$ cat src/rtl/div_seq_pkg.sv
// Pipeline defines shared by EX decode and the iterative divider:
// divider state encodings, iteration count, and the DIV/DIVU aluop codes.
package div_seq_pkg;

  typedef enum logic [1:0] {
    DIV_IDLE   = 2'b00,
    DIV_BYZERO = 2'b01,
    DIV_ON     = 2'b10,
    DIV_END    = 2'b11
  } div_state_e;

  localparam logic [5:0] DIV_ITER    = 6'd32;
  localparam logic [7:0] EXE_DIV_OP  = 8'b00011010;
  localparam logic [7:0] EXE_DIVU_OP = 8'b00011011;

  // Magnitude of an operand; negative values only fold when the divide is signed.
  function automatic logic [31:0] div_mag(input logic [31:0] v, input logic sgn);
    return (sgn && v[31]) ? (~v + 32'd1) : v;
  endfunction

endpackage

$ cat src/rtl/div_seq.sv
// Radix-2 restoring divider for EX: 32 iterations on operand magnitudes,
// sign fix at the end, returns {remainder, quotient} for the HI/LO write.
module div_seq
  import div_seq_pkg::*;
(
  input  logic        clk,
  input  logic        reset_n,
  input  logic        start,
  input  logic        annul,
  input  logic        signed_div,
  input  logic [31:0] opdata1,
  input  logic [31:0] opdata2,
  output logic [63:0] result,
  output logic        ready,
  output logic        stallreq_div
);

  div_state_e  state_q, state_d;
  logic [5:0]  cnt_q, cnt_d;
  logic [64:0] dividend_q, dividend_d;
  logic [31:0] divisor_q, divisor_d;
  logic        sgn_q, sgn_d;
  logic        neg1_q, neg1_d;
  logic        neg2_q, neg2_d;
  logic [63:0] result_q, result_d;
  logic        ready_q, ready_d;

  logic [32:0] diff;
  logic [31:0] quo_fix;
  logic [31:0] rem_fix;

  // Partial remainder sits in dividend[63:32] with the next dividend bit shifted in.
  assign diff    = {1'b0, dividend_q[63:32]} - {1'b0, divisor_q};
  assign quo_fix = (sgn_q && (neg1_q ^ neg2_q)) ? (~dividend_q[31:0] + 32'd1) : dividend_q[31:0];
  assign rem_fix = (sgn_q && neg1_q) ? (~dividend_q[64:33] + 32'd1) : dividend_q[64:33];

  always_comb begin
    state_d    = state_q;
    cnt_d      = cnt_q;
    dividend_d = dividend_q;
    divisor_d  = divisor_q;
    sgn_d      = sgn_q;
    neg1_d     = neg1_q;
    neg2_d     = neg2_q;
    result_d   = result_q;
    ready_d    = ready_q;
    unique case (state_q)
      DIV_IDLE: begin
        if (start && !annul) begin
          if (opdata2 == 32'd0) begin
            state_d = DIV_BYZERO;
          end else begin
            state_d    = DIV_ON;
            cnt_d      = 6'd0;
            dividend_d = {32'd0, div_mag(opdata1, signed_div), 1'b0};
            divisor_d  = div_mag(opdata2, signed_div);
            sgn_d      = signed_div;
            neg1_d     = opdata1[31];
            neg2_d     = opdata2[31];
          end
        end
      end
      DIV_BYZERO: begin
        if (annul) begin
          state_d  = DIV_IDLE;
          result_d = 64'd0;
          ready_d  = 1'b0;
          cnt_d    = 6'd0;
        end else begin
          state_d  = DIV_END;
          result_d = 64'd0;
          ready_d  = 1'b1;
        end
      end
      DIV_ON: begin
        if (annul) begin
          state_d  = DIV_IDLE;
          result_d = 64'd0;
          ready_d  = 1'b0;
          cnt_d    = 6'd0;
        end else if (cnt_q != DIV_ITER) begin
          if (diff[32]) dividend_d = {dividend_q[63:0], 1'b0};
          else          dividend_d = {diff[31:0], dividend_q[31:0], 1'b1};
          cnt_d = cnt_q + 6'd1;
        end else begin
          state_d  = DIV_END;
          result_d = {rem_fix, quo_fix};
          ready_d  = 1'b1;
        end
      end
      DIV_END: begin
        if (annul) begin
          state_d = DIV_IDLE;
          ready_d = 1'b0;
        end else if (!start) begin
          state_d  = DIV_IDLE;
          result_d = 64'd0;
          ready_d  = 1'b0;
        end
      end
      default: state_d = DIV_IDLE;
    endcase
  end

  always_ff @(posedge clk) begin
    if (!reset_n) begin
      state_q    <= DIV_IDLE;
      cnt_q      <= 6'd0;
      dividend_q <= 65'd0;
      divisor_q  <= 32'd0;
      sgn_q      <= 1'b0;
      neg1_q     <= 1'b0;
      neg2_q     <= 1'b0;
      result_q   <= 64'd0;
      ready_q    <= 1'b0;
    end else begin
      state_q    <= state_d;
      cnt_q      <= cnt_d;
      dividend_q <= dividend_d;
      divisor_q  <= divisor_d;
      sgn_q      <= sgn_d;
      neg1_q     <= neg1_d;
      neg2_q     <= neg2_d;
      result_q   <= result_d;
      ready_q    <= ready_d;
    end
  end

  assign result       = result_q;
  assign ready        = ready_q;
  assign stallreq_div = start & ~ready_q & ~annul;

endmodule

$ cat config.mk
export PLATFORM = sky130hd
export DESIGN_NAME = div_seq
export DESIGN_NICKNAME = d
export VERILOG_FILES = /design/src/rtl/div_seq_pkg.sv /design/src/rtl/div_seq.sv
export SDC_FILE = /design/constraint.sdc
export NUM_CORES = 1
export LEC_CHECK = 0
export ABC_AREA = 1
export BUFFER_PORTS_ARGS = -buffer_cell sky130_fd_sc_hd__clkbuf_2
export CORE_ASPECT_RATIO = 1.25
export CORE_MARGIN = 4
export CORE_UTILIZATION = 60
export CTS_CLUSTER_DIAMETER = 60
export DETAILED_ROUTE_END_ITERATION = 7
export GPL_TIMING_DRIVEN = 0
export PLACE_DENSITY = 0.78
export SYNTH_ARGS = -nofsm -noshare
export SYNTH_HDL_FRONTEND = slang
export SYNTH_SLANG_ARGS = --single-unit
$ cat constraint.sdc
create_clock -name clk -period 2.73 [get_ports clk]
set_input_delay 0.546 -clock clk [delete_from_list [all_inputs] [get_ports clk]]
set_output_delay 0.546 -clock clk [all_outputs]
set_load 0.01 [all_outputs]
==> impl_metrics.env <==
export IMPL_outcome="complete, no violations"
export IMPL_syn_area_um2=13100
export IMPL_fp_dieH_um=173
export IMPL_ys_types=47
export IMPL_synth_seq_cells=173
export IMPL_setup_tns_ps=0
export IMPL_cts_sinks=173
export IMPL_drtIter0Drc=1323
export IMPL_layout_commonest_cell="nand2_1"
export IMPL_cp_arrival_ps=2960
export IMPL_setup_violations=0
export IMPL_synth_nets=2353
export IMPL_worst_slack_ps=91.8
export IMPL_floorplan_initialDensity_pct=60.9
export IMPL_period_minus_slack_ps=2640
export IMPL_grt_max_degree=19
export IMPL_synth_flop_cell="dfxtp_1"
export IMPL_syn2layout_area_growth_pct=13.1
export IMPL_rsz0062_at_grt="no"
export IMPL_dp_cells=2652
export IMPL_drv_slew=0
export IMPL_routed_via_count=15100
export IMPL_synth_avg_cell_area_um2=5.84
export IMPL_clk_pin_slew_worst_paths_ps=70
export IMPL_cts_tree="yes"
export IMPL_finClkSkew_ps=15.2
export IMPL_cts_root_buffer="clkbuf_16"
export IMPL_min_period_over_period_pct=96.6
export IMPL_antenna_found_initial=0
export IMPL_ys_seq_area_share_pct=26.5
export IMPL_max_freq_ghz=0.379
export IMPL_hpwl_um=36000
export IMPL_drive_above_1_share_pct=10.4
export IMPL_n_antenna_cell=0
export IMPL_ctsHtreeMaxLevel=4
export IMPL_cts_path_max_buffers=2
export IMPL_startpoint_type="flip-flop"
export IMPL_routed_wirelength_um=44500
export IMPL_worstSetupEndpointType="flip-flop"
export IMPL_synth_edff_count=0
export IMPL_drv_cap=0
export IMPL_nets=2506
export IMPL_wl_per_cell_um=16.6
export IMPL_fp_coreArea_um2=21500
export IMPL_grt_pass1_wl_um=69800
export IMPL_fp_row_count=60
export IMPL_grt_overflow=0
export IMPL_power_w=0.0122
export IMPL_drcViolationCount=0
export IMPL_post_cts_buffers=0
export IMPL_ios=135
export IMPL_p_int_w=0.00623
export IMPL_cellLeakagePower_nw=7.49
export IMPL_first_pass_iters=8
export IMPL_die_area_um2=24300
export IMPL_drt_antenna_violating_nets=0
export IMPL_numCtsBuffers=17
export IMPL_power_frac_comb_pct=52.7
export IMPL_die_w_um=140
export IMPL_post_place_ws_ps=-77.6
export IMPL_synth_cells=2239
export IMPL_cp_data_required_time_ps=3050
export IMPL_grtUsageTotal_pct=35.6
export IMPL_synthArstFlopShare_pct=0
export IMPL_p_per_area_nw_per_um2=823
export IMPL_final_cell_mix="nand2_1 (671), inv_1 (327), nor2_1 (219)"
export IMPL_hold_class="primary input to flip-flop"
export IMPL_worstMarginPinSlew_ps=882
export IMPL_hold_violations=0
export IMPL_crit_fanout=10
export IMPL_via_per_inst=5.63
export IMPL_grt_pass1_vias=14100
export IMPL_clk_latency_ps=450
export IMPL_pwr_share_seq_pct=26.0
export IMPL_power_share_clock_pct=21.2
export IMPL_slew_headroom_pct=41.2
export IMPL_gp_congestion=1.01
export IMPL_layout_cells_non_filler=2684
export IMPL_switching_power_w=0.00595
export IMPL_ir_drop_mv=0.559
export IMPL_sw_frac_of_total_pct=48.9
export IMPL_port_buffers=134
export IMPL_ys_warn_count=0
export IMPL_critPathKind="flip-flop to flip-flop"
-- kinds of logic (layout without fill, tap and decap cells) --
kind of cell / after synthesis / count (layout) / synth area share [%]
flops: 173 / 173 / 26.5
simple gates: 1207 / 1207 / 38.8
buf+inv: 415 / 581 / 12.5
xor+xnor: 67 / 67 / 4.48
compound gates: 332 / 332 / 13.4
fa+ha+maj: 45 / 45 / 4.36
-- registers in the layout, summed over array words and instances, names as in the netlist --
register    flops
cnt_q           6
dividend_q     65
divisor_q      32
neg1_q          1
neg2_q          1
ready           1
result         64
sgn_q           1
state_q         2
-- worst max-delay path: stages, from the launching register on --
cell	delay (ps)
dfxtp_1	330
inv_1	120
ha_1	310
inv_1	100
nor2_2	300
nand2_1	180
nand2_1	160
nor2_4	80
nand2_2	270
inv_2	170
clkbuf_4	240
nand3_1	160
a21oi_1	80
-- per-stage QoR --
stage | cell area [um^2] | hold WS, ps | utilization [%]
after floorplan | 13100 | 430 | -
after global placement | 14100 | 445 | 65.7
after detailed placement | 14100 | 450 | 65.7
after CTS | 14700 | 382 | 68.6
after global routing | 14800 | 391 | 68.9
final | 14800 | 396 | 68.9
-- power by group through the flow --
stage	clock network, W	registers, W	logic (W)
finish	0.00258	0.00317	0.00642
global route	0.00269	0.00320	0.00707
CTS	0.00257	0.00315	0.00621
detailed placement	0	0.00321	0.00616
global placement	0	0.00319	0.00607
floorplan	0	0.00313	0.00453
-- final cells by class --
type | instances | area (um^2)
Buffer | 76 | 384
Clock buffer | 17 | 425
Clock inverter | 15 | 195
Fill cell | 2042 | 6680
Inverter | 339 | 1270
Multi-Input combinational cell | 1651 | 8030
Sequential cell | 173 | 3460
Tap cell | 279 | 349
Timing Repair Buffer | 134 | 671
-- path summary, 6_finish.rpt --
| check | endpoint | from | slack [ps] | cells after the start |
|---|---|---|---|---|
| max | result[23] | state_q[0] | 90 | 12 |
| min reg2reg | divisor_q[4] | divisor_q[4] | 460 | 2 |
| max reg2reg | result[23] | state_q[0] | 90 | 12 |
| min | neg1_q | opdata1[31] | 400 | 3 |
-- routing by layer --
layer	up-vias	global-route usage, %	wire (um)
li1	7435	-	-
met1	6822	40.5	16600
met2	677	63.0	21800
met3	175	4.56	3060
met4	0	21.2	3050
met5	-	0	0
-- Yosys cell counts (29+ instances only) --
cell / n / area share [%]
a21oi_1: 209 / 8.0
clkbuf_1: 37 / 1.1
dfxtp_1: 173 / 26
ha_1: 44 / 4.2
inv_1: 328 / 9.4
nand2_1: 672 / 19
nand3_1: 218 / 8.3
nand4_1: 34 / 1.6
nor2_1: 219 / 6.3
nor3_1: 29 / 1.1
o21ai_0: 89 / 3.4
xor2_1: 50 / 3.3
-- what timing repair did --
action | 4_1_cts | 5_1_grt
hold buffers | 0 | 0
gates cloned | 0 | 0
pin swaps | 0 | 0
gates resized for setup | 2 | 24
setup endpoints to repair | 9 | 76
Note: power is estimated with default switching activity, not from simulation.
